<file path="src/rtl/fill_counter.sv">
// Pill/bottle fill sequencer: counts synchronized hopper pills into bottles and bottles into a batch.
// A pill shows in pills_bcd 3 edges after it is first sampled; outputs are registered, with no backpressure.
module fill_counter #(
  parameter int STARVE_MS = 3000,
  parameter int SWITCH_MS = 2000
) (
  input  logic        clk_1khz,
  input  logic        rst_n,
  input  logic        pill_pulse,
  input  logic        start,
  input  logic        clr,
  input  logic        abort,
  input  logic        switch_ack,
  input  logic [9:0]  target_pills,
  input  logic [6:0]  target_bottles,
  output logic        gate_open,
  output logic        bottle_full,
  output logic [11:0] pills_bcd,
  output logic [7:0]  bottles_bcd,
  output logic [2:0]  state,
  output logic [1:0]  err_code
);

  typedef enum logic [2:0] {
    IDLE   = 3'b000,
    FILL   = 3'b001,
    SWITCH = 3'b010,
    DONE   = 3'b011,
    ERROR  = 3'b100
  } state_t;

  localparam int ST_W = $clog2(STARVE_MS + 1);
  localparam int SW_W = $clog2(SWITCH_MS + 1);
  localparam logic [ST_W-1:0] ST_LAST = ST_W'(STARVE_MS - 1);
  localparam logic [SW_W-1:0] SW_LAST = SW_W'(SWITCH_MS - 1);

  state_t          st;
  logic            sync1, sync2, sync3;
  logic            pill_det;
  logic [9:0]      tp_clamp, tgt_pills, pill_cnt;
  logic [6:0]      tb_clamp, tgt_bottles, bottle_cnt;
  logic [ST_W-1:0] st_tmr;
  logic [SW_W-1:0] sw_tmr;
  logic            from_fill;

  function automatic logic [11:0] bcd3_inc(input logic [11:0] v);
    logic [11:0] r;
    r = v;
    if (r[3:0] != 4'd9) r[3:0] = r[3:0] + 4'd1;
    else begin
      r[3:0] = 4'd0;
      if (r[7:4] != 4'd9) r[7:4] = r[7:4] + 4'd1;
      else begin
        r[7:4]  = 4'd0;
        r[11:8] = (r[11:8] == 4'd9) ? 4'd0 : r[11:8] + 4'd1;
      end
    end
    return r;
  endfunction

  function automatic logic [7:0] bcd2_inc(input logic [7:0] v);
    logic [7:0] r;
    r = v;
    if (r[3:0] != 4'd9) r[3:0] = r[3:0] + 4'd1;
    else begin
      r[3:0] = 4'd0;
      r[7:4] = (r[7:4] == 4'd9) ? 4'd0 : r[7:4] + 4'd1;
    end
    return r;
  endfunction

  assign pill_det = sync2 & ~sync3;
  assign tp_clamp = (target_pills > 10'd999) ? 10'd999 : target_pills;
  assign tb_clamp = (target_bottles > 7'd99) ? 7'd99 : target_bottles;
  assign state    = st;

  always_ff @(posedge clk_1khz) begin
    if (!rst_n) begin
      sync1 <= 1'b0;
      sync2 <= 1'b0;
      sync3 <= 1'b0;
    end else begin
      sync1 <= pill_pulse;
      sync2 <= sync1;
      sync3 <= sync2;
    end
  end

  always_ff @(posedge clk_1khz) begin
    if (!rst_n) begin
      st          <= IDLE;
      gate_open   <= 1'b0;
      bottle_full <= 1'b0;
      pill_cnt    <= '0;
      pills_bcd   <= '0;
      bottle_cnt  <= '0;
      bottles_bcd <= '0;
      err_code    <= 2'b00;
      st_tmr      <= '0;
      sw_tmr      <= '0;
      tgt_pills   <= '0;
      tgt_bottles <= '0;
      from_fill   <= 1'b0;
    end else begin
      bottle_full <= 1'b0;
      if (clr) begin
        st          <= IDLE;
        gate_open   <= 1'b0;
        pill_cnt    <= '0;
        pills_bcd   <= '0;
        bottle_cnt  <= '0;
        bottles_bcd <= '0;
        err_code    <= 2'b00;
        st_tmr      <= '0;
        sw_tmr      <= '0;
        from_fill   <= 1'b0;
      end else begin
        case (st)
          IDLE: begin
            if (start && tp_clamp != '0 && tb_clamp != '0) begin
              tgt_pills   <= tp_clamp;
              tgt_bottles <= tb_clamp;
              st          <= FILL;
              gate_open   <= 1'b1;
              st_tmr      <= '0;
            end
          end
          FILL: begin
            // abort outranks a same-cycle pill, which is dropped
            if (abort) begin
              st        <= ERROR;
              gate_open <= 1'b0;
              err_code  <= 2'b11;
              from_fill <= 1'b1;
            end else if (pill_det) begin
              pill_cnt  <= pill_cnt + 10'd1;
              pills_bcd <= bcd3_inc(pills_bcd);
              st_tmr    <= '0;
              if (pill_cnt + 10'd1 == tgt_pills) begin
                bottle_full <= 1'b1;
                bottle_cnt  <= bottle_cnt + 7'd1;
                bottles_bcd <= bcd2_inc(bottles_bcd);
                gate_open   <= 1'b0;
                sw_tmr      <= '0;
                st          <= (bottle_cnt + 7'd1 == tgt_bottles) ? DONE : SWITCH;
              end
            end else if (st_tmr == ST_LAST) begin
              st        <= ERROR;
              gate_open <= 1'b0;
              err_code  <= 2'b01;
              from_fill <= 1'b1;
            end else begin
              st_tmr <= st_tmr + 1'b1;
            end
          end
          SWITCH: begin
            if (abort) begin
              st        <= ERROR;
              err_code  <= 2'b11;
              from_fill <= 1'b0;
            end else if (switch_ack) begin
              pill_cnt  <= '0;
              pills_bcd <= '0;
              st        <= FILL;
              gate_open <= 1'b1;
              st_tmr    <= '0;
            end else if (sw_tmr == SW_LAST) begin
              st        <= ERROR;
              err_code  <= 2'b10;
              from_fill <= 1'b0;
            end else begin
              sw_tmr <= sw_tmr + 1'b1;
            end
          end
          DONE: begin
            if (start) begin
              pill_cnt    <= '0;
              pills_bcd   <= '0;
              bottle_cnt  <= '0;
              bottles_bcd <= '0;
              tgt_pills   <= tp_clamp;
              tgt_bottles <= tb_clamp;
              st          <= FILL;
              gate_open   <= 1'b1;
              st_tmr      <= '0;
            end
          end
          ERROR: begin
            if (start && !abort) begin
              err_code  <= 2'b00;
              st_tmr    <= '0;
              sw_tmr    <= '0;
              st        <= from_fill ? FILL : SWITCH;
              gate_open <= from_fill;
            end
          end
          default: begin
            st        <= IDLE;
            gate_open <= 1'b0;
          end
        endcase
      end
    end
  end

endmodule

</file>
<file path="config.mk">
export PLATFORM = sky130hd
export DESIGN_NAME = fill_counter
export DESIGN_NICKNAME = d
export VERILOG_FILES = /design/src/rtl/fill_counter.sv
export SDC_FILE = /design/constraint.sdc
export NUM_CORES = 1
export LEC_CHECK = 0
export CAP_MARGIN = 20
export CORE_MARGIN = 1.5
export CORE_UTILIZATION = 45
export CTS_BUF_LIST = sky130_fd_sc_hd__clkbuf_2 sky130_fd_sc_hd__clkbuf_4 sky130_fd_sc_hd__clkbuf_8
export CTS_CLUSTER_DIAMETER = 80
export DETAILED_ROUTE_END_ITERATION = 10
export PLACE_DENSITY = 0.66
export SYNTH_ARGS = -nofsm -noshare
export SYNTH_HDL_FRONTEND = slang
export SYNTH_SLANG_ARGS = --single-unit
</file>
<file path="constraint.sdc">
create_clock -name clk_1khz -period 4.7 [get_ports clk_1khz]
set_input_delay 0.705 -clock clk_1khz [delete_from_list [all_inputs] [get_ports clk_1khz]]
set_output_delay 0.705 -clock clk_1khz [all_outputs]
set_load 0.02 [all_outputs]
</file>
# Word level (Yosys, flattened, before mapping)
# Index checks and enable logic that the tools add are counted.
# totals
regBits	88
latchBits	0
ramBits	0
romBits	0
in_bits	24
out_inout_bits	27
n_memories	0
# op_classes
n_addsub	9
mul	0
n_div	0
order_cmp	2
n_eq_ne	34
n_shift	0
muxes	91
bitwise_logic	6
reduce_logical	27
# ops
operator	n
$mux 12	10
$mux 10	8
$mux 11	7
$pmux 12 s5	1
$mux 7	7
$mux 8	5
$pmux 12 s3	1
$pmux 11 s3	1
$mux 3	10
$pmux 10 s3	1
$mux 4	7
$pmux 7 s2	2
$ne 2x2->1 const B	13
$ne 4x4->1 const B	6
$reduce_and 6->1	4
$reduce_and 8->1	3
$add 4x1->4 const B	5
$pmux 10 s2	1
$mux 1	17
$mux 2	8
$pmux 8 s2	1
$ne 3x3->1 const B	5
$pmux 3 s5	1
$reduce_and 7->1	2
other kinds (31)	43

# Longest topological paths before layout
# Gate-level depths: netlist of the first run.
# logic_depth
depth_word	7
mapped_depth	11
depth_no_buf	9

# Worst setup path before layout of the first run
# Ideal clock, no wire load.
# synth_timing
kind	reg-to-reg
startpoint	register pill_cnt[0]
endpoint	register bottle_cnt[3]
t_arrival_ps	2361
setup_slack_ps	2265
stages_incl_launch_ff	11
period_less_slack_ps	2435
path_cell_list	dfxtp_1 > ha_1 > and2_2 > o21ai_1 > o311a_1 > o221ai_2 > nor3_4 > a21boi_2 > buf_6 > or4_1 > o22ai_1
# synth_between
elab_chain_len	4
# synth_rtl
item	line	text
start, declared	40	logic [9:0] tp_clamp, tgt_pills, pill_cnt;
start signal, assigned	136	pill_cnt <= pill_cnt + 10'd1;
$add 10x1->10	139	if (pill_cnt + 10'd1 == tgt_pills) begin
$eq 10x10->1	139	
$ne 2x2->1 (no line)	n/a	
$reduce_and 5->1 (no line)	n/a	
end signal, assigned	141	bottle_cnt <= bottle_cnt + 7'd1;
end, declared	41	logic [6:0] tb_clamp, tgt_bottles, bottle_cnt;
# Every way passes these cells.
# A chain may end at the register's enable or synchronous reset.

# Worst setup path after layout of the first run
# layout_timing
startpoint	input port abort
endpoint	register pills_bcd[10]
# layout_between
elab_chain_len	2
elab_cells_between_ends	3
# layout_rtl
item	line	text
start, declared	12	input logic abort,
$ne 2x2->1 (no line)	n/a	
$reduce_and 8->1 (no line) *	n/a	
end signal, assigned	137	pills_bcd <= bcd3_inc(pills_bcd);
end, declared	18	output logic [11:0] pills_bcd,
# Mark *: on every way between the ends. The rest lies on a longest branch, timed or not.

==> results of run 1 <==
[per-layer routing]
layer / vias to the layer above / wire (um) / GRT usage, %
li1: 2246 / - / -
met3: 20 / 424 / 3.65
met4: 0 / 184 / 6.76
met1: 2081 / 5330 / 26.7
met2: 96 / 5390 / 35.9
met5: - / 0 / 0
[through the flow]
stage	hold WS (ns)	area (sq um)	power, uW	util (%)
2_1_floorplan	0.412	4860	877	-
3_3_place_gp	0.422	5450	924	52.3
3_5_place_dp	0.420	5450	928	52.3
4_1_cts	0.443	5670	1510	54.4
5_1_grt	0.487	5670	1560	54.5
6_report	0.445	5670	1500	54.5
[worst paths after layout]
check	from	end	slack [ns]	cells past startpoint
min reg2reg	sync1$_SDFF_PN0_	sync2$_SDFF_PN0_	0.45	1
min	sync1$_SDFF_PN0_	sync2$_SDFF_PN0_	0.45	1
max	abort	pills_bcd[10]$_SDFFE_PP0P_	1.55	7
max reg2reg	state[1]$_SDFFE_PP0P_	st_tmr[6]$_SDFFE_PP0P_	1.63	8
[cell usage after synthesis (9+ instances only)]
library cell	instances
nor2_1	75
inv_1	15
mux2i_1	10
ha_1	14
dfxtp_1	88
xnor2_1	15
o21ai_0	25
nand3_1	21
a21oi_1	38
nor3_1	21
nand4_1	10
nand2_1	78
nand2b_1	9
a21boi_0	13
clkbuf_1	15
xor2_1	22
[where the power goes]
part / internal, uW / switching [uW]
registers: 759 / 13.3
clock network: 312 / 274
logic: 60.9 / 78.3
total: 1130 / 365
[final cells by class]
cell class,instances,area (sq um),area share [%]
repair buffers,54,531,9.35
clock inverters,5,81.3,1.43
multi-input cells,479,2940,51.7
inverters,15,56.3,0.992
well taps,136,170,3.00
clock buffers,11,139,2.45
flip-flops and latches,88,1760,31.0
[cells by family (layout without fill, tap and decap cells)]
logic type	after synthesis	after routing	share of synthesized area (%)
AO/OA/AOI/OAI	138	138	19.0
XOR/XNOR	37	37	6.67
adder cells (fa/ha/maj)	14	14	3.60
buffers and inverters	39	85	3.35
flip-flops	88	88	36.3
multiplexers	10	10	2.06
AND/OR/NAND/NOR	280	280	29.0
[cells in the final DEF, fill, tap and decap left out, drive strengths merged, types with 3 or more instances in the layout]
master and count:
dfxtp 88, nand2 78, nor2 75, clkdlybuf4s50 50, a21oi 39, o21ai 32, xor2 22, nand3 22
nor3 22, inv 15, xnor2 15, ha 14, a21boi 14, clkbuf 11, nand4 10, mux2i 10
nand2b 9, nor4 9, and2 9, a31oi 8, nand3b 7, a211oi 7, and3 6, nor3b 6
o21a 5, or4 5, and4 4, a311oi 4, or3 4, buf 4, o31ai 4, nor2b 3
nand4b 3, o211ai 3, o211a 3, or2 3
[flip-flops by register name (all words and copies together) (netlist names), 2 cells and up]
register and count:
bottle_cnt 7, bottles_bcd 8, err_code 2, pill_cnt 10
pills_bcd 12, st_tmr 12, state 3, sw_tmr 11
tgt_bottles 7, tgt_pills 10
[worst max-delay path, cell delays in order]
cell and delay (ns):
clkdlybuf4s50_1 0.56, nor2_1 0.24, nand2_1 0.41, o32ai_2 0.69
o21ai_2 0.23, o21ai_0 0.44, nor2_1 0.09
==> summary.txt, run 1 <==
Clocking
  – CTS Buf Count: 9
  – TritonCTS clock tree: done
  – Resized cells post-CTS: 0
  – Clk slew on worst S/H paths: about 0.09 ns
  – Root Buffer: clkbuf_8
  – Clock Path Buffers: 2
  – H-tree Lvls: 3
  – Clock Sinks: 88
  – Hold-fix buffers, CTS: 0
  – Worst skew pair latency: about 0.37 ns
  – Post-CTS Setup Inserts: 0

GRT
  – First-pass GRT wire length: roughly 20000 um
  – Number of global-route vias before repair: approximately 4200
  – Largest net degree at the start of global routing: 23
  – Global route overflow: 0
  – Total Routing Usage GR: roughly a fifth
  – Initial antenna violation count: 0

Synthesis
  – Synth top area cells: dfxtp_1 36%, nand2_1 6.0%, nor2_1 5.8%
  – Synth cell types: 67
  – Synth top area share: 36.3%
  – Synth Warn #: 0
  – Mapped Nets: about 640
  – Predominant post-synthesis flop cell: dfxtp_1
  – Ys async rst share: 0%
  – Post-synthesis sequential area ratio: 36.3%
  – Mapped cell area: ~0.0049 sq mm
  – Cells after Synth: a little over 600
  – Post-synth EDFFs: 0
  – Area leader, netlist: dfxtp_1
  – Mean Syn Cell Area: roughly 8.0 sq um
  – Flops & latches, synth: just under 90

Floorplan
  – Row cnt: 37
  – Core box area: between 0.01 and 0.015 sq mm
  – I/O Pins: slightly above 50
  – Die Span Y: ~110 um
  – Die X: roughly 110 um
  – Die area: around 0.011 sq mm
  – Initial cell density of the core: between 40 and 50%

Timing
  – Final period utilization: 66.9%
  – Fin worst setup slack: roughly 1.6 ns
  – Setup tns final: 0 ns
  – Max-slew headroom: between 50% and 60%
  – Fin. Hold Viols: 0
  – Tmin final: approximately 3.1 ns
  – RSZ-0062 raised after global routing: no
  – FMAX: between 300 and 400 MHz
  – Setup-failing EPs final: 0
  – Max Slew Vio Count: 0
  – Worst-margin pin slew: about 0.73 ns
  – Setup Skew: 0.0121 ns

Critical path
  – CP Data Required Time: 4.94 ns
  – CP Class: input port to flip-flop
  – Setup crit start kind: input port
  – Worst Path Max Fanout: 19
  – Crit end category: flip-flop
  – Crit path DAT: around 3.4 ns

Cells and area
  – Finished Layout Cells: ~790
  – Area Growth Syn to Fin: 16.8%
  – Antenna Cells: 0
  – Final net count: 685
  – Share of cells above drive strength 1: ~6%
  – Fill cells: about 1000

Place
  – Pre-CTS setup slack: approximately 1.2 ns
  – Final HPWL DP: about 8300 um
  – Buffers added on ports: 50
  – GP Congestion: between 0.8 and 0.9
  – Dpl cells: between 700 and 800

Job
  – Max-cap violations: 0

Status
  – Run status: complete, no violations

Routing
  – Drt wl/cell: between 10 and 15 um
  – Initial DRC Count: between 150 and 200
  – Post-route ant nets: 0
  – WL final: roughly 11000 um
  – Pre-antenna DRT Iters: 4
  – DR DRC count: 0
  – Via density: 5.64
  – Routed vias: roughly 4400

Worst hold path
  – HP Class: flip-flop to flip-flop

Power
  – Leak: just under 0.002 uW
  – Power per cell area: about 260 mW/mm^2
  – VDD IR max: about 0.14 mV
Note: power is estimated with default switching activity, not from simulation.
==> inputs of run 2 (changes only) <==
PLACE_DENSITY = 0.68   (was 0.66)
clock period = 2.53 ns   (was 4.7 ns; I/O delays follow)
==> summary.txt, run 2 (synthesized netlist as in run 1, its figures left out) <==
GRT
  – Total Routing Usage GR: a little over a fifth
  – Initial antenna violation count: 0
  – Largest net degree at the start of global routing: 22
  – First-pass GRT wire length: ~19000 um
  – Number of global-route vias before repair: ~4200
  – Global route overflow: 0

Routing
  – DR DRC count: 0
  – Initial DRC Count: between 200 and 250
  – Routed vias: 4636
  – WL final: 11800 um
  – Post-route ant nets: 0
  – Via density: between 5 and 6
  – Pre-antenna DRT Iters: 5
  – Drt wl/cell: around 14 um

Cells and area
  – Register area: around 0.0018 sq mm
  – Largest registers: pills_bcd (12), st_tmr (12), sw_tmr (11)
  – Fill cells: around 950
  – Final net count: 726
  – Fin util: between 50% and 60%
  – Finished Layout Cells: 828
  – Most common cell after layout, fill and taps aside: dfxtp_1
  – Most frequent cells in the layout: 83 x dfxtp_1, 77 x nand2_1, 72 x nor2_1
  – Post-route cell area: between 0.006 and 0.007 sq mm
  – Antenna Cells: 0
  – Share of cells above drive strength 1: between 10 and 15%
  – Multi-input gate area: just over 0.003 sq mm
  – Area Growth Syn to Fin: 26.1%

Worst hold path
  – Hold path depth: 1
  – WHS Endpoint: sync2$_SDFF_PN0_
  – HP Class: flip-flop to flip-flop
  – Hold wc startpoint: sync1$_SDFF_PN0_

Critical path
  – Crit end category: flip-flop
  – CP Data Required Time: about 2.8 ns
  – Worst r2r src: pill_cnt[6]$_SDFFE_PP0P_
  – Setup crit start kind: flip-flop
  – Crit path DAT: between 2 and 3 ns
  – CP Class: flip-flop to flip-flop
  – Cells on worst reg2reg path: 10
  – Worst r2r dst: sw_tmr[2]$_SDFFE_PP0P_
  – R2R Setup Slk: 0.1 ns
  – Worst Path Max Fanout: 9

Clocking
  – Hold-fix buffers, CTS: 0
  – TritonCTS clock tree: done
  – Root Buffer: clkbuf_8
  – Clock Sinks: 88
  – Clock Path Buffers: 2
  – H-tree Lvls: 3
  – Worst skew pair latency: 0.37 ns
  – Clk slew on worst S/H paths: about 0.08 ns
  – CTS Buf Count: 9

Power
  – Leak: around 0.0022 uW
  – Power per cell area: around 460 mW/mm^2
  – VDD IR max: a little over 0.3 mV

Place
  – GP Congestion: a little under 0.9
  – Final HPWL DP: between 8000 and 9000 um
  – Dpl cell area: between 0.005 and 0.006 sq mm
  – Buffers added on ports: 50
  – Dpl cells: a little over 800

Timing
  – Worst hold margin: about 0.44 ns
  – Worst-margin pin slew: between 0.4 and 0.5 ns
  – Setup tns final: 0 ns
  – Max-slew headroom: a little over two thirds
  – Max Slew Vio Count: 0
  – Setup-failing EPs final: 0
  – Fin. Hold Viols: 0
  – FMAX: 411 MHz
  – Setup Skew: between 0.01 and 0.015 ns
  – Final period utilization: a little over nine tenths
  – Tmin final: between 2 and 2.5 ns

Floorplan
  – Initial cell density of the core: a little under half
  – Row cnt: 37
  – Die X: between 100 and 150 um
  – I/O Pins: 51
  – Die Span Y: 107 um
  – Die area: approximately 0.011 sq mm
  – Core box area: 0.0104 sq mm

Status
  – Run status: complete, no violations

Job
  – Max-cap violations: 0
-- run 2: cell types whose count changed in the layout (fill, tap and decap cells not counted), moves of 3 or more --
| cell | change |
|---|---|
| dfxtp_2 | +5 |
| nor2_1 | -3 |
| dfxtp_1 | -5 |
| buf_6 | +4 |
| buf_4 | +35 |
-- run 2: cell type report --
class / instances / area share [%]
clock buffers: 12 / 2.59
clock inverters: 3 / 1.06
inverters: 15 / 0.919
multi-input cells: 479 / 49.5
flip-flops and latches: 88 / 28.8
well taps: 136 / 2.78
repair buffers: 95 / 14.3
-- run 2: how the worst max path moves through the flow --
stage / start / to / slack [ns] / cells past startpoint
2_1_floorplan: pill_cnt[0]$_SDFFE_PP0P_ / bottle_cnt[3]$_SDFFE_PP0P_ / 0.09 / 10
3_3_place_gp: pill_cnt[0]$_SDFFE_PP0P_ / sw_tmr[7]$_SDFFE_PP0P_ / 0.06 / 8
3_5_place_dp: pill_cnt[0]$_SDFFE_PP0P_ / bottles_bcd[3]$_SDFFE_PP0P_ / -0.02 / 11
4_1_cts: pill_cnt[0]$_SDFFE_PP0P_ / sw_tmr[7]$_SDFFE_PP0P_ / 0.005 / 9
5_1_grt: pill_cnt[6]$_SDFFE_PP0P_ / sw_tmr[2]$_SDFFE_PP0P_ / -0.05 / 10
6_report: pill_cnt[6]$_SDFFE_PP0P_ / sw_tmr[2]$_SDFFE_PP0P_ / 0.1 / 10
-- run 2: per-layer routing --
layer	global-route usage [%]	vias to the layer above	part of all wire [%]
met2	35.4	101	48
met5	0	-	0
met4	7.43	0	1.4
li1	-	2324	-
met1	26.5	2196	47
met3	3.89	15	4.2
-- run 2: worst max-delay path, stage by stage (launching register included) --
cell     delay [ns]
dfxtp_1        0.34
nand4_1        0.22
nor3_4         0.29
xnor2_1        0.15
nand4_1        0.15
buf_6          0.16
nor4_4         0.30
o21ai_2        0.15
buf_6          0.17
or3_1          0.30
a21oi_1        0.14
-- run 2: per-stage QoR --
| step | setup WS (ns) | power, uW |
|---|---|---|
| after floorplan | 0.0945 | 1630 |
| after global placement | 0.0625 | 1750 |
| after detailed placement | -0.0184 | 1760 |
| after CTS | 0.00535 | 2860 |
| after global routing | -0.0547 | 2950 |
| final | 0.0954 | 2850 |
-- run 2: repair_timing --
action | in CTS | in global routing
gates resized for setup | 1 | 29
pin swaps | 1 | 14
endpoints found under the setup margin | 6 | 21
buffers inserted | 0 | 3
-- run 2: power breakdown --
group | internal (uW) | switching (uW) | leakage [uW]
Sequential | 1410 | 23.6 | 0.000715
Combinational | 147 | 159 | 0.00135
Clock | 615 | 494 | 0.000116
==> inputs of run 3 (changes only) <==
CORE_MARGIN = 1   (was 1.5)
SLEW_MARGIN = 20   (was default)
==> summary.txt, run 3 (synthesized netlist as in run 1, its figures left out) <==
Critical path
  – Crit path DAT: between 2 and 3 ns
  – Crit end category: flip-flop
  – Worst r2r src: pill_cnt[1]$_SDFFE_PP0P_
  – CP Data Required Time: around 2.8 ns
  – Crit path launch: pill_cnt[1]$_SDFFE_PP0P_
  – R2R Setup Slk: about 0.073 ns
  – Cells on worst reg2reg path: 9
  – CP Class: flip-flop to flip-flop
  – Worst r2r dst: bottle_cnt[3]$_SDFFE_PP0P_
  – Worst Path Max Fanout: 7
  – Setup crit start kind: flip-flop
  – CP Capture Point: bottle_cnt[3]$_SDFFE_PP0P_

Timing
  – FMAX: about 410 MHz
  – RSZ-0062 raised after global routing: yes
  – Tmin final: between 2 and 2.5 ns
  – Max-slew headroom: between 50% and 60%
  – Worst-margin pin slew: between 0.7 and 0.8 ns
  – Fin. Hold Viols: 0
  – Final period utilization: between 90% and 100%
  – Setup-failing EPs final: 0
  – Setup Skew: between 0.01 and 0.015 ns
  – Fin worst setup slack: 0.0731 ns
  – Max Slew Vio Count: 0

GRT
  – Number of global-route vias before repair: approximately 4400
  – Total Routing Usage GR: between 20 and 25%
  – Initial antenna violation count: 0
  – Largest net degree at the start of global routing: 20
  – First-pass GRT wire length: between 20000 and 25000 um
  – Global route overflow: 0

Clocking
  – Hold-fix buffers, CTS: 0
  – Clock Path Buffers: 2
  – CTS Buf Count: 9
  – TritonCTS clock tree: done
  – Clk slew on worst S/H paths: around 0.09 ns
  – Worst skew pair latency: approximately 0.37 ns
  – Clock Sinks: between 80 and 90
  – H-tree Lvls: 3
  – Root Buffer: clkbuf_8

Routing
  – Via density: around 5.6
  – Pre-antenna DRT Iters: 4
  – Post-route ant nets: 0
  – WL final: about 12000 um
  – DR DRC count: 0
  – Drt wl/cell: 14.5 um
  – Initial DRC Count: between 150 and 200
  – Routed vias: between 4000 and 5000

Place
  – Dpl cell area: 0.00575 sq mm
  – Final HPWL DP: 8930 um
  – Pre-CTS setup slack: -0.129 ns
  – Buffers added on ports: 50
  – GP Congestion: 0.863
  – Dpl cells: just over 800

Floorplan
  – Die X: 106 um
  – Core box area: around 0.010 sq mm
  – Row cnt: 37
  – Initial cell density of the core: a little under half
  – Die Span Y: roughly 110 um
  – I/O Pins: 51
  – Die area: roughly 0.011 sq mm

Power
  – Combinational power share: 11.5%
  – VDD IR max: between 0.2 and 0.3 mV
  – Leak: approximately 0.0022 uW
  – Sequential power share: 53.7%
  – Pint: 2000 uW
  – Clock group share of total power: 34.7%
  – Power per cell area: about 440 mW/mm^2
  – Switch share: 24.8%
  – Final Power: between 2000 and 3000 uW
  – Sw power: ~660 uW

Cells and area
  – Fin util: around three fifths
  – Finished Layout Cells: between 800 and 900
  – Post-route cell area: ~0.006 sq mm
  – Most frequent cells in the layout: 83 x dfxtp_1, 77 x nand2_1, 73 x nor2_1
  – Share of cells above drive strength 1: 14.3%
  – Fill cells: approximately 1000
  – Final net count: about 730
  – Area Growth Syn to Fin: 25.5%
  – Antenna Cells: 0
  – Most common cell after layout, fill and taps aside: dfxtp_1
  – Largest registers: pills_bcd (12), st_tmr (12), sw_tmr (11)

Worst hold path
  – HP Class: flip-flop to flip-flop

Status
  – Run status: complete, no violations

Job
  – Max-cap violations: 0
==> run 3: critical path, cell delays in order (launching register included) <==
cell,delay (ns)
dfxtp_2,0.36
ha_4,0.18
and2_4,0.18
o21ai_1,0.15
o311a_1,0.24
o221ai_4,0.15
nor3_4,0.35
a21boi_2,0.13
or4_4,0.50
o22ai_2,0.14
==> run 3: cell type report <==
| class | instances | area [sq um] | share of cell area [%] |
|---|---|---|---|
| clock buffers | 14 | 180 | 2.96 |
| inverters | 15 | 56.3 | 0.923 |
| multi-input cells | 479 | 3060 | 50.2 |
| flip-flops and latches | 88 | 1770 | 29.0 |
| well taps | 136 | 170 | 2.79 |
| repair buffers | 98 | 861 | 14.1 |
==> run 3: what timing repair did <==
item                                    in CTS  in global routing
resized for setup                            6                 21
endpoints found under the setup margin      11                 19
pin swaps                                    3                  4
setup buffers                                4                  1
==> run 3: how the worst min path moves through the flow <==
stage	end	slack, ns	from	cells after the start
after detailed placement	sync2$_SDFF_PN0_	0.43	sync1$_SDFF_PN0_	1
after CTS	sync2$_SDFF_PN0_	0.45	sync1$_SDFF_PN0_	1
after floorplan	sync2$_SDFF_PN0_	0.41	sync1$_SDFF_PN0_	1
final	sync2$_SDFF_PN0_	0.44	sync1$_SDFF_PN0_	1
after global routing	sync2$_SDFF_PN0_	0.48	sync1$_SDFF_PN0_	1
after global placement	sync2$_SDFF_PN0_	0.42	sync1$_SDFF_PN0_	1
==> run 3: stage by stage <==
| step | hold WS, ns | TNS [ns] |
|---|---|---|
| 2_1_floorplan | 0.412 | 0 |
| 3_3_place_gp | 0.419 | -0.199 |
| 3_5_place_dp | 0.427 | -1.57 |
| 4_1_cts | 0.447 | 0 |
| 5_1_grt | 0.477 | -0.0908 |
| 6_report | 0.435 | 0 |
==> run 3: routing by layer <==
metal  global-route usage, %  share of wire (%)  vias up
met3                    4.78                4.6       13
li1                        -                  -     2327
met1                    28.0                 45     2223
met5                       0                  0        -
met4                    6.75                1.4        0
met2                    38.6                 49      109
==> run 3: power by group through the flow <==
| stage | logic, uW | registers [uW] | clock network [uW] |
|---|---|---|---|
| floorplan | 166 | 1460 | 0 |
| global placement | 281 | 1460 | 0 |
| detailed placement | 288 | 1460 | 0 |
| CTS | 297 | 1430 | 954 |
| global route | 336 | 1440 | 1030 |
| finish | 307 | 1430 | 926 |
